$ cat src/rtl/alarm_pkg.sv
// Shared types and widths for the alarm arm/disarm controller.
// Holds the FSM state enum, the keypad code width and the delay timer width.
package alarm_pkg;

    localparam int CODE_W  = 6;
    localparam int TIMER_W = 16;

    typedef enum logic [2:0] {
        ST_DISARMED,
        ST_EXIT,
        ST_ARMED,
        ST_ENTRY,
        ST_ALARM
    } state_t;

endpackage

$ cat src/rtl/alarm_timer.sv
// Loadable down-counter with a zero flag; it holds at zero until reloaded.
// Ports: clk, rst_n, load (load strobe), load_val (value to load), zero (count==0).
module alarm_timer
    import alarm_pkg::*;
(
    input  logic               clk,
    input  logic               rst_n,
    input  logic               load,
    input  logic [TIMER_W-1:0] load_val,
    output logic               zero
);

    logic [TIMER_W-1:0] cnt;

    always_ff @(posedge clk or negedge rst_n) begin
        if (!rst_n) begin
            cnt <= '0;
        end else if (load) begin
            cnt <= load_val;
        end else if (cnt != '0) begin
            cnt <= cnt - 1'b1;
        end
    end

    assign zero = (cnt == '0);

endmodule

$ cat src/rtl/alarm_arm_controller.sv
// Alarm arm/disarm FSM: DISARMED, EXIT, ARMED, ENTRY, ALARM with keypad code control.
// Ports: clk, rst_n, code, code_valid, motion1, motion2, reed -> armed, entry_pending,
// alarm, lockout. Define ALARM_LOCKOUT_EN to add the wrong-code keypad lockout.
module alarm_arm_controller
    import alarm_pkg::*;
#(
    parameter logic [CODE_W-1:0] ARM_CODE   = 6'b001111,
    parameter int                EXIT_DLY   = 16,
    parameter int                ENTRY_DLY  = 16,
    parameter int                SIREN_TIME = 64,
    parameter int                MAX_TRIES  = 3,
    parameter int                LOCK_TIME  = 32
) (
    input  logic              clk,
    input  logic              rst_n,
    input  logic [CODE_W-1:0] code,
    input  logic              code_valid,
    input  logic              motion1,
    input  logic              motion2,
    input  logic              reed,
    output logic              armed,
    output logic              entry_pending,
    output logic              alarm,
    output logic              lockout
);

    // Timers hold delay-1 so a timed state lasts exactly its delay.
    localparam logic [TIMER_W-1:0] EXIT_LD  = TIMER_W'(EXIT_DLY - 1);
    localparam logic [TIMER_W-1:0] ENTRY_LD = TIMER_W'(ENTRY_DLY - 1);
    localparam logic [TIMER_W-1:0] SIREN_LD = TIMER_W'(SIREN_TIME - 1);

    state_t             state;
    state_t             next;
    logic               code_ok;
    logic               t_load;
    logic [TIMER_W-1:0] t_val;
    logic               t_zero;
    logic               motion;

    assign motion  = motion1 | motion2;
    assign code_ok = code_valid && (code == ARM_CODE) && !lockout;

    always_ff @(posedge clk or negedge rst_n) begin
        if (!rst_n) begin
            state <= ST_DISARMED;
        end else begin
            state <= next;
        end
    end

    always_comb begin
        next   = state;
        t_load = 1'b0;
        t_val  = '0;
        unique case (state)
            ST_DISARMED: begin
                if (code_ok) begin
                    next   = ST_EXIT;
                    t_load = 1'b1;
                    t_val  = EXIT_LD;
                end
            end
            ST_EXIT: begin
                if (code_ok) begin
                    next   = ST_DISARMED;
                    t_load = 1'b1;
                end else if (t_zero) begin
                    next = ST_ARMED;
                end
            end
            ST_ARMED: begin
                if (code_ok) begin
                    next = ST_DISARMED;
                end else if (motion) begin
                    next   = ST_ALARM;
                    t_load = 1'b1;
                    t_val  = SIREN_LD;
                end else if (reed) begin
                    next   = ST_ENTRY;
                    t_load = 1'b1;
                    t_val  = ENTRY_LD;
                end
            end
            ST_ENTRY: begin
                if (code_ok) begin
                    next   = ST_DISARMED;
                    t_load = 1'b1;
                end else if (t_zero) begin
                    next   = ST_ALARM;
                    t_load = 1'b1;
                    t_val  = SIREN_LD;
                end
            end
            ST_ALARM: begin
                if (code_ok) begin
                    next   = ST_DISARMED;
                    t_load = 1'b1;
                end else if (t_zero) begin
                    next = ST_ARMED;
                end
            end
            default: begin
                next = ST_DISARMED;
            end
        endcase
    end

    alarm_timer u_state_timer (
        .clk      (clk),
        .rst_n    (rst_n),
        .load     (t_load),
        .load_val (t_val),
        .zero     (t_zero)
    );

    assign armed = (state == ST_ARMED) || (state == ST_ENTRY) ||
                   (state == ST_ALARM);
    assign entry_pending = (state == ST_ENTRY);
    assign alarm         = (state == ST_ALARM);

`ifdef ALARM_LOCKOUT_EN
    localparam int                 FW      = $clog2(MAX_TRIES + 1);
    localparam logic [TIMER_W-1:0] LOCK_LD = TIMER_W'(LOCK_TIME - 1);

    logic [FW-1:0] fails;
    logic          lock_q;
    logic          lock_zero;
    logic          lock_load;
    logic          wrong;

    // Strobes seen while locked neither count nor clear.
    assign wrong     = code_valid && !lock_q && (code != ARM_CODE);
    assign lock_load = wrong && (fails == FW'(MAX_TRIES - 1));

    always_ff @(posedge clk or negedge rst_n) begin
        if (!rst_n) begin
            fails  <= '0;
            lock_q <= 1'b0;
        end else begin
            if (code_ok || lock_load) begin
                fails <= '0;
            end else if (wrong) begin
                fails <= fails + 1'b1;
            end
            if (lock_load) begin
                lock_q <= 1'b1;
            end else if (lock_q && lock_zero) begin
                lock_q <= 1'b0;
            end
        end
    end

    alarm_timer u_lock_timer (
        .clk      (clk),
        .rst_n    (rst_n),
        .load     (lock_load),
        .load_val (LOCK_LD),
        .zero     (lock_zero)
    );

    assign lockout = lock_q;
`else
    logic unused_cfg;
    assign unused_cfg = ^{32'(MAX_TRIES), 32'(LOCK_TIME)};
    assign lockout    = 1'b0;
`endif

endmodule

$ cat config.mk
export PLATFORM = sky130hd
export DESIGN_NAME = alarm_arm_controller
export DESIGN_NICKNAME = d
export VERILOG_FILES = /design/src/rtl/alarm_pkg.sv /design/src/rtl/alarm_timer.sv /design/src/rtl/alarm_arm_controller.sv
export SDC_FILE = /design/constraint.sdc
export NUM_CORES = 1
export LEC_CHECK = 0
export BUFFER_PORTS_ARGS = -buffer_cell sky130_fd_sc_hd__buf_2
export CORE_MARGIN = 8
export CORE_UTILIZATION = 54
export CTS_BUF_LIST = sky130_fd_sc_hd__clkbuf_8
export DETAILED_ROUTE_END_ITERATION = 8
export GPL_ROUTABILITY_DRIVEN = 0
export HOLD_SLACK_MARGIN = 0.05
export PLACE_DENSITY = 0.88
export SLEW_MARGIN = 15
export SYNTH_ARGS = -nofsm -noshare
export SYNTH_HDL_FRONTEND = slang
export SYNTH_HIERARCHICAL = 1
export SYNTH_SLANG_ARGS = --single-unit
$ cat constraint.sdc
create_clock -name clk -period 2.8 [get_ports clk]
set_input_delay 0.14 -clock clk [delete_from_list [all_inputs] [get_ports clk]]
set_output_delay 0.14 -clock clk [all_outputs]
set_load 0.05 [all_outputs]
* Yosys cells after proc, flatten, opt, wreduce, memory -nomap -nowiden
Cells that the tools add are included.
** Word-level totals
- Bits in registers :: 19
** Cells by class
- Add/sub/neg operators :: 1
- Equal/unequal tests :: 9
- Muxes and demuxes :: 25
- Bitwise logic cells :: 1
- Reductions and logical operators :: 10
** Operator list (number)
- $mux 16 :: 2
- $mux 3 :: 8
- $mux 6 :: 4
- $pmux 6 s3 :: 1
- $logic_not 16->1 :: 1
- $reduce_bool 16->1 :: 1
- $sub 16x1->16 const B :: 1
- $pmux 3 s4 :: 1
- $mux 4 :: 2
- $eq 3x2->1 const B :: 2
- $eq 6x4->1 const B :: 1
- $mux 1 :: 6
- $ne 3x1->1 const B :: 2
- $ne 4x4->1 const B :: 1
- $reduce_and 4->1 :: 1
- $eq 3x1->1 const B :: 1
- $eq 3x3->1 const B :: 1
- $logic_not 3->1 :: 1
- $pmux 1 s3 :: 1
- $reduce_or 3->1 :: 1
- $logic_or 1x1->1 :: 2
- $ne 2x2->1 const B :: 1
- $reduce_bool 2->1 :: 1
- $reduce_or 2->1 :: 1
- 2 further kinds :: 2

* Longest topological paths before layout
- Depth in word-level cells :: 5
- Mapped depth :: 11
- Depth with buffers taken out :: 10

* Modules after synthesis
Netlist, hierarchy kept.
** By module, submodules not included
- alarm_timer :: instances 1, cells an instance 104, area an instance 1006.0 um2
- alarm_arm_controller :: instances 1, cells an instance 34, area an instance 301.5 um2

* Worst setup path before layout
No wires, ideal clock.
- Path type :: register -> register
- From :: register u_state_timer.cnt[0]
- To :: register u_state_timer.cnt[6]
- Arrival time :: 2548 ps
- Required time :: 2658 ps
- Path slack :: 110 ps
- Cell stages (with the launch flop) :: 11
- Buffers on the path :: 2
- Clock period less this slack :: 2690 ps
- Cells stage by stage :: dfrtp_1 inv_1 ha_1 nor3b_4 nand3_2 nor2_1 a32oi_1 mux2i_1 clkbuf_1 clkbuf_1 o221ai_1
** Between the ends
- Longest elaborated chain between the ends :: 5
- Elaborated cells between the ends (all ways) :: 9
- Those cells by class :: add/sub: 1; mux: 5; reduce/logical: 3
** RTL lines
- start: declaration :: RTL line alarm_timer.sv:13 : logic [TIMER_W-1:0] cnt;
- start signal: assignment :: RTL line alarm_timer.sv:19 : cnt <= load_val;
- start signal: assignment :: RTL line alarm_timer.sv:21 : cnt <= cnt - 1'b1;
- $logic_not 16->1 (*) :: RTL line alarm_timer.sv:25 : assign zero = (cnt == '0);
- net t_zero :: RTL line alarm_arm_controller.sv:37 : logic t_zero;
- $mux 1 (*) :: RTL line alarm_arm_controller.sv:88 : end else if (t_zero) begin
- $mux 1 (*) :: RTL line alarm_arm_controller.sv:85 : if (code_ok) begin
- $pmux 1 s3 (*) :: RTL line alarm_arm_controller.sv:55 : unique case (state)
- net t_load :: RTL line alarm_arm_controller.sv:35 : logic t_load;
- $mux 16 / $reduce_bool 2->1 (equally long branches)
The timed path passes the listed nets; every way through them passes the cells marked *. The select of a mux whose other input is x is not followed.
A chain may end at the register's enable or synchronous reset.

* Final worst setup path
- From :: register u_state_timer.cnt[0]
- To :: register u_state_timer.cnt[13]
The elaborated chain is that of the path after synthesis.

==> impl_metrics.csv <==
group,metric,value,unit
sta,finalClockSkew,0.00149,ns
synth,synthMuxAreaShare,3.92,%
worst_hold_path,hp-class,"in2reg",
route,drc,0,
synth,ys.flop_type,"dfrtp_1",
sta,slew_headroom,52.6,%
sta,setup_violations,0,
clocking,h-tree-depth,1,
global_route,grt_max_degree,35,
synth,synthCells,138,
clocking,cts.sinks,19,
route,drtIter0Drc,68,
clocking,numCtsBuffers,3,
synth,ys_types,48,
floorplan,dieArea,0.00425,sq mm
final_layout,layout_commonest_cell,"dfrtp_1",
synth,synth-compound-area-share,16.5,%
global_route,grt_pass1_wl,4.98,mm
clocking,cts_resized,0,
sta,final_max_slew_viol_count,0,
synth,seq_area_frac_synth,36.4,%
synth,syn_area,0.00131,sq mm
sta,fmax,0.399,GHz
route,drtAntennaViolNets,0,
synth,synth_edf_count,0,
setup_path,crit_arrival,2.66,ns
final_layout,final_cell_area,0.00152,sq mm
power_and_ir_drop,power_density,755,mW/mm^2
route,wl_per_cell,14.6,um
clocking,clk_latency,0.26,ns
setup_path,crit_path_cell_trace,"inv_1 > ha_1 > nor3b_4 > nand3_2 > nor2_1 > a32oi_1 > mux2i_2 > buf_12 > or3_1 > o211a_1",
route,via_per_inst,5.87,
setup_path,path_max_fanout,34,
sta,rsz0062_at_grt,"no",
sta,layout_worst_path_cycle_share,89.6,%
floorplan,rows,18,
power_and_ir_drop,p_leak,0.000645,uW
floorplan,io_pins,16,
global_route,grt_usage,14.3,%
clocking,cts_setup_buffers,0,
synth,async_reset_ff_share,100,%
worst_hold_path,whs_path_depth,3,
sta,final-hold-violation-count,0,
final_layout,drive_gt1_share,22.4,%
final_layout,area_growth,16.5,%
setup_path,start_kind,"flip-flop",
clocking,hold_buffers,1,
clocking,clock_path_buffers,2,
synth,synth_fa_ha_area_share,0.957,%
clocking,clk_pin_slew_worst_paths,0.07,ns
floorplan,core_area,0.00239,sq mm
global_route,grt_pass1_vias,1105,
synth,avgSynthCellArea,9.47,sq um
global_route,grt.overflow.total,0,
setup_path,worstRegToRegCells,10,
setup_path,slowest_stage,"or3_1",
outcome,status,"finished clean",
global_route,grt_antenna_before_repair,0,
setup_path,max_stage_delay,0.48,ns
route,routed_wl,2.85,mm
floorplan,die_x,65.2,um
setup_path,cp_top_family,"simple AND/OR/NAND/NOR gates",
run,maxCapViolCount,0,
final_layout,num_antenna_cells,0,
floorplan,die_h,65.2,um
setup_path,crit_cells,10,
sta,tightestPinTransition,0.705,ns
sta,timing.final.crit_period,2.51,ns
clocking,cts_tree,"done",
sta,setup_tns,0,ns
synth,synth_top_family_by_area,"simple AND/OR/NAND/NOR gates",
route,vias,1144,
route,drt-pass1-iter-count,5,
synth,yosys.area_share.simple,33.0,%
final_layout,nNetsFinal,179,
power_and_ir_drop,peakVddDrop,0.514,mV
synth,ys_seq_elements,19,
setup_path,regToRegSetupSlack,0.29,ns
setup_path,crit_required,2.95,ns
synth,synth-xor-area-share,5.36,%
setup_path,crit_path_end_kind,"flip-flop",
floorplan,initial_core_util,54.8,%
synth,yosys_warnings,6,
setup_path,critPathBufInv,2,
clocking,cts-root-buf,"clkbuf_8",
setup_path,critical_path_class,"reg2reg",
placement,port_buffers,14,
placement,hpwl,2.06,mm
placement,place_area,0.00147,sq mm
final_layout,final_cell_mix,"dfrtp_1, buf_2, nand2_1",
[flip-flops by register name, summed over array words and instances, names as in the netlist]
register / flops
u_state_timer/cnt: 16
state: 3
[metal layers]
metal	share of wire, %	vias up	GRT usage (%)
li1	-	548	-
met1	44	554	18.7
met2	51	37	22.0
met3	4.1	5	2.89
met4	0.95	0	7.08
met5	0	-	0
[cell type report]
cell class,instances,area (sq um)
Tap cell,30,37.5
Fill cell,210,865
Timing Repair Buffer,20,130
Clock inverter,1,5.00
Multi-Input combinational cell,120,826
Inverter,2,7.51
Clock buffer,3,41.3
Sequential cell,19,475
[synth_stat cells, types with 2 or more instances]
cell type   n  area (sq um)
inv_1       2          7.51
nand3_1     3          15.0
nor2b_1     4          25.0
nand2_1    13          48.8
dfrtp_1    19           475
o21ai_0     5          25.0
nor3b_1     2          15.0
or3_1       2          12.5
xnor2_1     8          70.1
a221o_1     2          20.0
buf_2       2          10.0
a21oi_1     5          25.0
nor4_2      2          25.0
o31a_1      2          17.5
mux2i_1     4          40.0
o211a_1     6          60.1
nor3_1      4          20.0
nand4_1     2          12.5
nand2b_1   10          62.6
clkbuf_1    3          11.3
a32oi_1     2          17.5
or2_2       2          12.5
nor2_1      7          26.3
nand4b_1    3          26.3
[final timing paths]
check | end | from
worst max-delay path | u_state_timer/cnt[13] | u_state_timer/cnt[0]
worst min-delay path | state[0] | reed
worst max register to register | u_state_timer/cnt[13] | u_state_timer/cnt[0]
worst min register to register | u_state_timer/cnt[6] | u_state_timer/cnt[6]
max in group asynchronous | state[2] | rst_n
min in group asynchronous | u_state_timer/cnt[3] | rst_n
[logic make-up after synthesis]
family,after synthesis
AOI/OAI and AO/OA,28
and+or+nand+nor,67
adders and majority gates,1
xor gates and xnor gates,8
muxes,5
buffers and inverters,9
other,1
DFF,19
[power by group]
group	switching, uW	internal [uW]	leakage (uW)
Combinational	203	231	0.000387
Sequential	141	381	0.000233
Clock	94.4	99.0	0.0000255
Total	438	712	0.000645
[worst register-to-register path, stage by stage (launching register included)]
cell	delay [ns]
dfrtp_1	0.40
inv_1	0.08
ha_1	0.23
nor3b_4	0.16
nand3_2	0.13
nor2_1	0.09
a32oi_1	0.32
mux2i_2	0.14
buf_12	0.19
or3_1	0.49
o211a_1	0.17
[metrics by stage]
stage / instances / utilization, % / setup slack, ns / hold slack (ns) / power (uW)
after floorplan: 148 / - / 0.110 / -0.156 / 843
after global placement: 190 / 61.4 / 0.463 / 0.111 / 927
after detailed placement: 190 / 61.4 / 0.317 / 0.108 / 950
after CTS: 195 / 63.8 / 0.315 / 0.217 / 1150
after global routing: 195 / 63.8 / 0.134 / 0.240 / 1230
final: 195 / 63.8 / 0.292 / 0.211 / 1150
Power figures use the tool's default switching activity.
